[src/rtl/calc_stream_controller.sv]
// calc_stream_controller
//
// Streams operand words from SRAM over an inclusive read range. The low DATA_W bits
// of each word feed adder operand A and the next DATA_W bits feed operand B. The
// controller packs PACK = MEM_WORD_SIZE/DATA_W adder results per memory word and
// writes them back over an inclusive write range. A partial final word is written
// with its unfilled lanes zeroed.
//
// Optional feature: define CALC_SUB_EN to add mode_i, latched when a start is
// accepted, and op_sub_o, which asks the external adder to compute op_a - op_b.
//
// Ports:
//   clk_i, rst_ni                       clock, asynchronous active-low reset
//   mode_i, op_sub_o                    (CALC_SUB_EN only) operation select in/out
//   start_i                             begin a job; sampled in IDLE only
//   read_start_addr, read_end_addr      operand range (inclusive)
//   write_start_addr, write_end_addr    result range (inclusive)
//   busy_o, done_o, err_o               job status; done_o is a one-cycle pulse
//   read_o, r_addr_o, r_data_i          SRAM read port (data valid RD_LAT cycles on)
//   write_o, w_addr_o, w_data_o         SRAM write port
//   op_a_o, op_b_o, result_i            external adder interface
module calc_stream_controller #(
  parameter int unsigned ADDR_W        = 10,
  parameter int unsigned DATA_W        = 32,
  parameter int unsigned MEM_WORD_SIZE = 64,
  parameter int unsigned RD_LAT        = 1
) (
  input  logic                     clk_i,
  input  logic                     rst_ni,
`ifdef CALC_SUB_EN
  input  logic                     mode_i,
  output logic                     op_sub_o,
`endif
  input  logic                     start_i,
  input  logic [ADDR_W-1:0]        read_start_addr,
  input  logic [ADDR_W-1:0]        read_end_addr,
  input  logic [ADDR_W-1:0]        write_start_addr,
  input  logic [ADDR_W-1:0]        write_end_addr,
  output logic                     busy_o,
  output logic                     done_o,
  output logic                     err_o,
  output logic                     read_o,
  output logic [ADDR_W-1:0]        r_addr_o,
  input  logic [MEM_WORD_SIZE-1:0] r_data_i,
  output logic                     write_o,
  output logic [ADDR_W-1:0]        w_addr_o,
  output logic [MEM_WORD_SIZE-1:0] w_data_o,
  output logic [DATA_W-1:0]        op_a_o,
  output logic [DATA_W-1:0]        op_b_o,
  input  logic [DATA_W-1:0]        result_i
);

  localparam int unsigned PACK   = MEM_WORD_SIZE / DATA_W;
  localparam int unsigned LANE_W = (PACK > 1) ? $clog2(PACK) : 1;

  typedef enum logic [2:0] {StIdle, StRead, StWait, StExec, StWrite, StDone} state_e;

  state_e                   state_q, state_d;
  logic [ADDR_W-1:0]        raddr_q, raddr_d, rend_q, rend_d;
  logic [ADDR_W-1:0]        waddr_q, waddr_d, wend_q, wend_d;
  logic [LANE_W-1:0]        lane_q, lane_d;
  logic [MEM_WORD_SIZE-1:0] buf_q, buf_d;
  logic [DATA_W-1:0]        op_a_q, op_a_d, op_b_q, op_b_d;
  logic [1:0]               wcnt_q, wcnt_d;
  logic                     err_q, err_d;
  logic                     last_q, last_d;
  logic                     ranges_ok, accept;
  logic [DATA_W-1:0]        op_b_src;

  assign ranges_ok = (read_end_addr >= read_start_addr) && (write_end_addr >= write_start_addr);
  assign accept    = (state_q == StIdle) && start_i && ranges_ok;

  // With PACK == 1 there is no upper operand in the memory word.
  assign op_b_src = (PACK > 1) ? DATA_W'(r_data_i >> DATA_W) : '0;

  always_comb begin
    state_d = state_q;
    raddr_d = raddr_q;
    rend_d  = rend_q;
    waddr_d = waddr_q;
    wend_d  = wend_q;
    lane_d  = lane_q;
    buf_d   = buf_q;
    op_a_d  = op_a_q;
    op_b_d  = op_b_q;
    wcnt_d  = wcnt_q;
    err_d   = err_q;
    last_d  = last_q;
    unique case (state_q)
      StIdle: begin
        if (accept) begin
          raddr_d = read_start_addr;
          rend_d  = read_end_addr;
          waddr_d = write_start_addr;
          wend_d  = write_end_addr;
          lane_d  = '0;
          buf_d   = '0;
          last_d  = 1'b0;
          err_d   = 1'b0;
          state_d = StRead;
        end else if (start_i) begin
          err_d   = 1'b1;
          state_d = StDone;
        end
      end
      StRead: begin
        wcnt_d  = '0;
        state_d = StWait;
      end
      StWait: begin
        if (wcnt_q == 2'(RD_LAT - 1)) begin
          op_a_d  = r_data_i[DATA_W-1:0];
          op_b_d  = op_b_src;
          state_d = StExec;
        end else begin
          wcnt_d = wcnt_q + 2'd1;
        end
      end
      StExec: begin
        for (int unsigned l = 0; l < PACK; l++) begin
          if (lane_q == LANE_W'(l)) buf_d[l*DATA_W +: DATA_W] = result_i;
        end
        raddr_d = raddr_q + ADDR_W'(1);
        if ((lane_q == LANE_W'(PACK - 1)) || (raddr_q == rend_q)) begin
          last_d  = (raddr_q == rend_q);
          state_d = StWrite;
        end else begin
          lane_d  = lane_q + LANE_W'(1);
          state_d = StRead;
        end
      end
      StWrite: begin
        buf_d   = '0;
        lane_d  = '0;
        waddr_d = waddr_q + ADDR_W'(1);
        if (last_q) begin
          state_d = StDone;
        end else if (waddr_q == wend_q) begin
          // Operands remain but the result range is exhausted.
          err_d   = 1'b1;
          state_d = StDone;
        end else begin
          state_d = StRead;
        end
      end
      StDone:  state_d = StIdle;
      default: state_d = StIdle;
    endcase
  end

  always_ff @(posedge clk_i or negedge rst_ni) begin
    if (!rst_ni) begin
      state_q <= StIdle;
      raddr_q <= '0;
      rend_q  <= '0;
      waddr_q <= '0;
      wend_q  <= '0;
      lane_q  <= '0;
      buf_q   <= '0;
      op_a_q  <= '0;
      op_b_q  <= '0;
      wcnt_q  <= '0;
      err_q   <= 1'b0;
      last_q  <= 1'b0;
    end else begin
      state_q <= state_d;
      raddr_q <= raddr_d;
      rend_q  <= rend_d;
      waddr_q <= waddr_d;
      wend_q  <= wend_d;
      lane_q  <= lane_d;
      buf_q   <= buf_d;
      op_a_q  <= op_a_d;
      op_b_q  <= op_b_d;
      wcnt_q  <= wcnt_d;
      err_q   <= err_d;
      last_q  <= last_d;
    end
  end

`ifdef CALC_SUB_EN
  logic mode_q;

  always_ff @(posedge clk_i or negedge rst_ni) begin
    if (!rst_ni) begin
      mode_q <= 1'b0;
    end else if (accept) begin
      mode_q <= mode_i;
    end
  end

  assign op_sub_o = mode_q;
`else
  // Add-only build: no operation-select state.
`endif

  // Address/data outputs are gated by their strobes so idle outputs stay at zero.
  always_comb begin
    busy_o   = (state_q != StIdle);
    done_o   = (state_q == StDone);
    err_o    = err_q;
    read_o   = (state_q == StRead);
    write_o  = (state_q == StWrite);
    r_addr_o = read_o ? raddr_q : '0;
    w_addr_o = write_o ? waddr_q : '0;
    w_data_o = write_o ? buf_q : '0;
    op_a_o   = op_a_q;
    op_b_o   = op_b_q;
  end

endmodule

[config.mk]
export PLATFORM = sky130hd
export DESIGN_NAME = calc_stream_controller
export DESIGN_NICKNAME = d
export VERILOG_FILES = /design/src/rtl/calc_stream_controller.sv
export SDC_FILE = /design/constraint.sdc
export NUM_CORES = 1
export LEC_CHECK = 0
export BUFFER_PORTS_ARGS = -buffer_cell sky130_fd_sc_hd__buf_2
export CORE_AREA = 4 4 144 146
export CTS_BUF_LIST = sky130_fd_sc_hd__clkbuf_4 sky130_fd_sc_hd__clkbuf_8 sky130_fd_sc_hd__clkbuf_16
export DETAILED_ROUTE_END_ITERATION = 10
export DIE_AREA = 0 0 148 150
export GPL_TIMING_DRIVEN = 0
export MAX_ROUTING_LAYER = met4
export PLACE_DENSITY_LB_ADDON = 0.12
export SYNTH_ARGS = -nofsm -noshare
export SYNTH_HDL_FRONTEND = slang
export SYNTH_SLANG_ARGS = --single-unit
export TNS_END_PERCENT = 1
[constraint.sdc]
create_clock -name clk_i -period 3.84 [get_ports clk_i]
set_clock_uncertainty 0.05 [all_clocks]
set_input_delay 0.384 -clock clk_i [delete_from_list [all_inputs] [get_ports clk_i]]
set_output_delay 0.384 -clock clk_i [all_outputs]
set_load 0.005 [all_outputs]
==> results.toml <==
[logic_synthesis]
synth_warnings = 0
synth-simple-area-share_pct = 13.9
synth_area_sq_um = 8690
synth_mux_area_share_pct = 10.6
synth_edf_count = 0
synth-adder-area-share_pct = 3.31
yosysSeqAreaShare_pct = 50.7
ys.flop_type = "dfrtp_1"
synthCells = 772
syn_avg_cell_area_sq_um = 11.3
synthArstFlopShare_pct = 100
synth-compound-area-share_pct = 15.0
netlist-cell-type-count = 53
synth_top_area_share_pct = 50.7
synth.largest_area_cell = "dfrtp_1"
synth_top_family_by_area = "compound AO/OA/AOI/OAI gates"
synthXorXnorAreaFrac_pct = 2.22
synth_nets = 934
ys_ff_latch = 176
synthTopCellsByArea = "dfrtp_1, mux2_2, and2_1"

[critical_path]
timing.rr.start = "state_q[2]"
critPathCaptureType = "primary output"
cp_data_required_time_ns = 3.41
r2r_slack_ns = 1.29
worstReg2RegEnd = "buf_q[2]"
crit_arrival_ns = 2.80
start_kind = "flip-flop"
path_class = "flip-flop to primary output"
worstPathMaxFanout = 10
worst_r2r_path_depth = 8

[run_status]
status = "complete, no violations"

[finish]
area_delta_synth_final_pct = 28.3
final_common_cell = "buf_2"
multi_input_area_sq_um = 3920
fin_nets = 1246
n_fill_cell = 1748
seq_area_sq_um = 4400
final_cell_mix = "buf_2, dfrtp_1, and2_1"
drive_gt1_share_pct = 39.6

[pwr]
peakVddDrop_v = 0.000375
p_per_area_nw_per_um2 = 752
leakage_nw = 5.48

[clock_network]
clkSinkCount = 176
post_cts_buffers = 0
clk_latency_ns = 0.43
cts_tree = "done"
cts_buffer_depth = 2
cts.clk_slew.worst_paths_ns = 0.07
cts_max_level = 4
cts_buffers = 17
cts_root_buf = "clkbuf_16"

[timing]
clock.fmax_mhz = 309
slew_headroom_pct = 26.3
report.final.slew_viol_count = 0
finalHoldViolCount = 0
layout_worst_path_cycle_share_pct = 84.3
tns_ns = 0
setup_viol_count_final = 0
rsz0062_at_grt = "false"
period_minus_slack_ns = 3.24
setup_slack_ns = 0.604
tightest_slew_ns = 1.10

[hold_path]
hold_path_end = "op_a_o[23]"
whs_path_depth = 2
hold_class = "input port to flip-flop"
min-delay-start = "r_data_i[23]"

[drt]
vias = 7081
drc = 0
routed_wl_mm = 24.6
final_antenna_net_count = 0
via_per_inst = 5.19
first_pass_iters = 4
wl_per_cell_um = 18.0
drt_iter0_drc = 369

[global_routing]
overflow = 0
grt_pass1_wl_mm = 38.9
antenna_found_initial = 1
grt_max_degree = 104
grt_pass1_vias = 7280
track_usage_pct = 22.4

[placed_design]
post-place-ws_ns = 0.895
gp_congestion = 0.864
place_hpwl_mm = 18.5
port_buffers = 291

[floorplanning]
die_area_sq_um = 22200
rows = 51
initial_utilization_pct = 44.8
coreArea_sq_um = 19400
die_y_um = 150
die_width_um = 148
num_io_pins = 292

[run]
maxCapViolCount = 0
-- synthesized netlist by cell type, types with 2 or more instances --
master           n
o2bb2ai_1       32
and3_1           3
a211oi_1         8
inv_1           30
buf_6            5
o31a_1           2
a21oi_1         17
a221o_1          2
a21o_1           2
nand3_1          9
o31ai_1          3
a31oi_1         43
xnor2_1         14
a211o_1          2
clkbuf_1        31
nor3_1           8
mux2_2          81
dlygate4sd1_1    2
nand2b_1         5
o21ai_0         26
nor2_1          20
dfrtp_1        176
or3_1            2
nand4_1          9
or2_2            3
and2_1          85
buf_2           11
nand2_1         22
ha_1            23
a22o_1          32
nor2b_1         32
nor4_1           4
xor2_1           8
-- logic make-up after synthesis --
| kind of cell | count (synthesis) |
|---|---|
| AOI/OAI and AO/OA | 179 |
| xor gates and xnor gates | 22 |
| adders and majority gates | 23 |
| buffers and inverters | 81 |
| DFF | 176 |
| muxes | 82 |
| and+or+nand+nor | 209 |
-- where the power goes --
part | switching, mW | internal, mW
Combinational | 1.65 | 1.66
Clock | 0.809 | 1.01
Sequential | 0.563 | 2.70
Total | 3.02 | 5.36
-- stage by stage --
stage               cells  util [%]  power, mW  cell area (sq um)  hold WS, ns
finish               1364      57.5       8.38              11100        0.131
floorplan             772         -       5.35               8690       0.0384
global route         1363      57.5       8.97              11100        0.118
global placement     1328      54.0       6.55              10500        0.424
CTS                  1362      57.4       8.47              11100        0.112
detailed placement   1329      54.2       6.63              10500        0.344
-- flip-flops by register name, indices dropped and copies added, names as in the netlist --
signal / count
lane_q: 1
op_b_o: 32
waddr_q: 10
last_q: 1
rend_q: 10
state_q: 3
op_a_o: 32
err_o: 1
wend_q: 10
buf_q: 64
wcnt_q: 2
raddr_q: 10
-- per-layer routing --
metal  vias to the layer above  wire length (um)  global-route usage, %
met5                         -                 0                      -
met4                         0               422                   6.24
met3                        37              1430                   4.39
met2                       246             11700                   35.3
met1                      3413             11000                   30.0
li1                       3385                 -                      -
-- critical path, stage by stage, from the launching register on --
cell,delay [ns]
dfrtp_1,0.37
buf_2,0.18
nor2_4,0.18
nand2_1,0.11
inv_1,0.10
buf_2,0.29
clkbuf_1,0.48
clkbuf_1,0.36
and2_1,0.19
buf_2,0.11
-- what timing repair did --
action | in CTS | in global routing
endpoints found under the hold margin | 73 | 0
gates resized for setup | 0 | 0
hold buffers | 1 | 0
-- worst max path at each step --
| stage | slack, ns | to | cells after the start | startpoint |
|---|---|---|---|---|
| floorplan | 1.41 | rend_q[7] | 9 | read_start_addr[4] |
| global placement | -0.64 | op_a_o[27] | 1 | rst_ni |
| detailed placement | 0.89 | buf_q[4] | 9 | write_start_addr[7] |
| CTS | 0.58 | w_data_o[36] | 9 | state_q[1] |
| global route | 0.37 | w_data_o[43] | 9 | state_q[1] |
| finish | 0.60 | w_data_o[36] | 9 | state_q[1] |
-- area by class of cell --
| cell class | count | area share (%) |
|---|---|---|
| clock inverters | 14 | 1.58 |
| multi-input cells | 515 | 35.2 |
| flip-flops and latches | 176 | 39.5 |
| plain buffers | 51 | 2.30 |
| well taps | 265 | 2.97 |
| clock buffers | 18 | 3.94 |
| diodes | 2 | 0.0449 |
| repair buffers | 293 | 13.5 |
| inverters | 30 | 1.01 |
No activity file was read; power rests on OpenSTA's default activity.
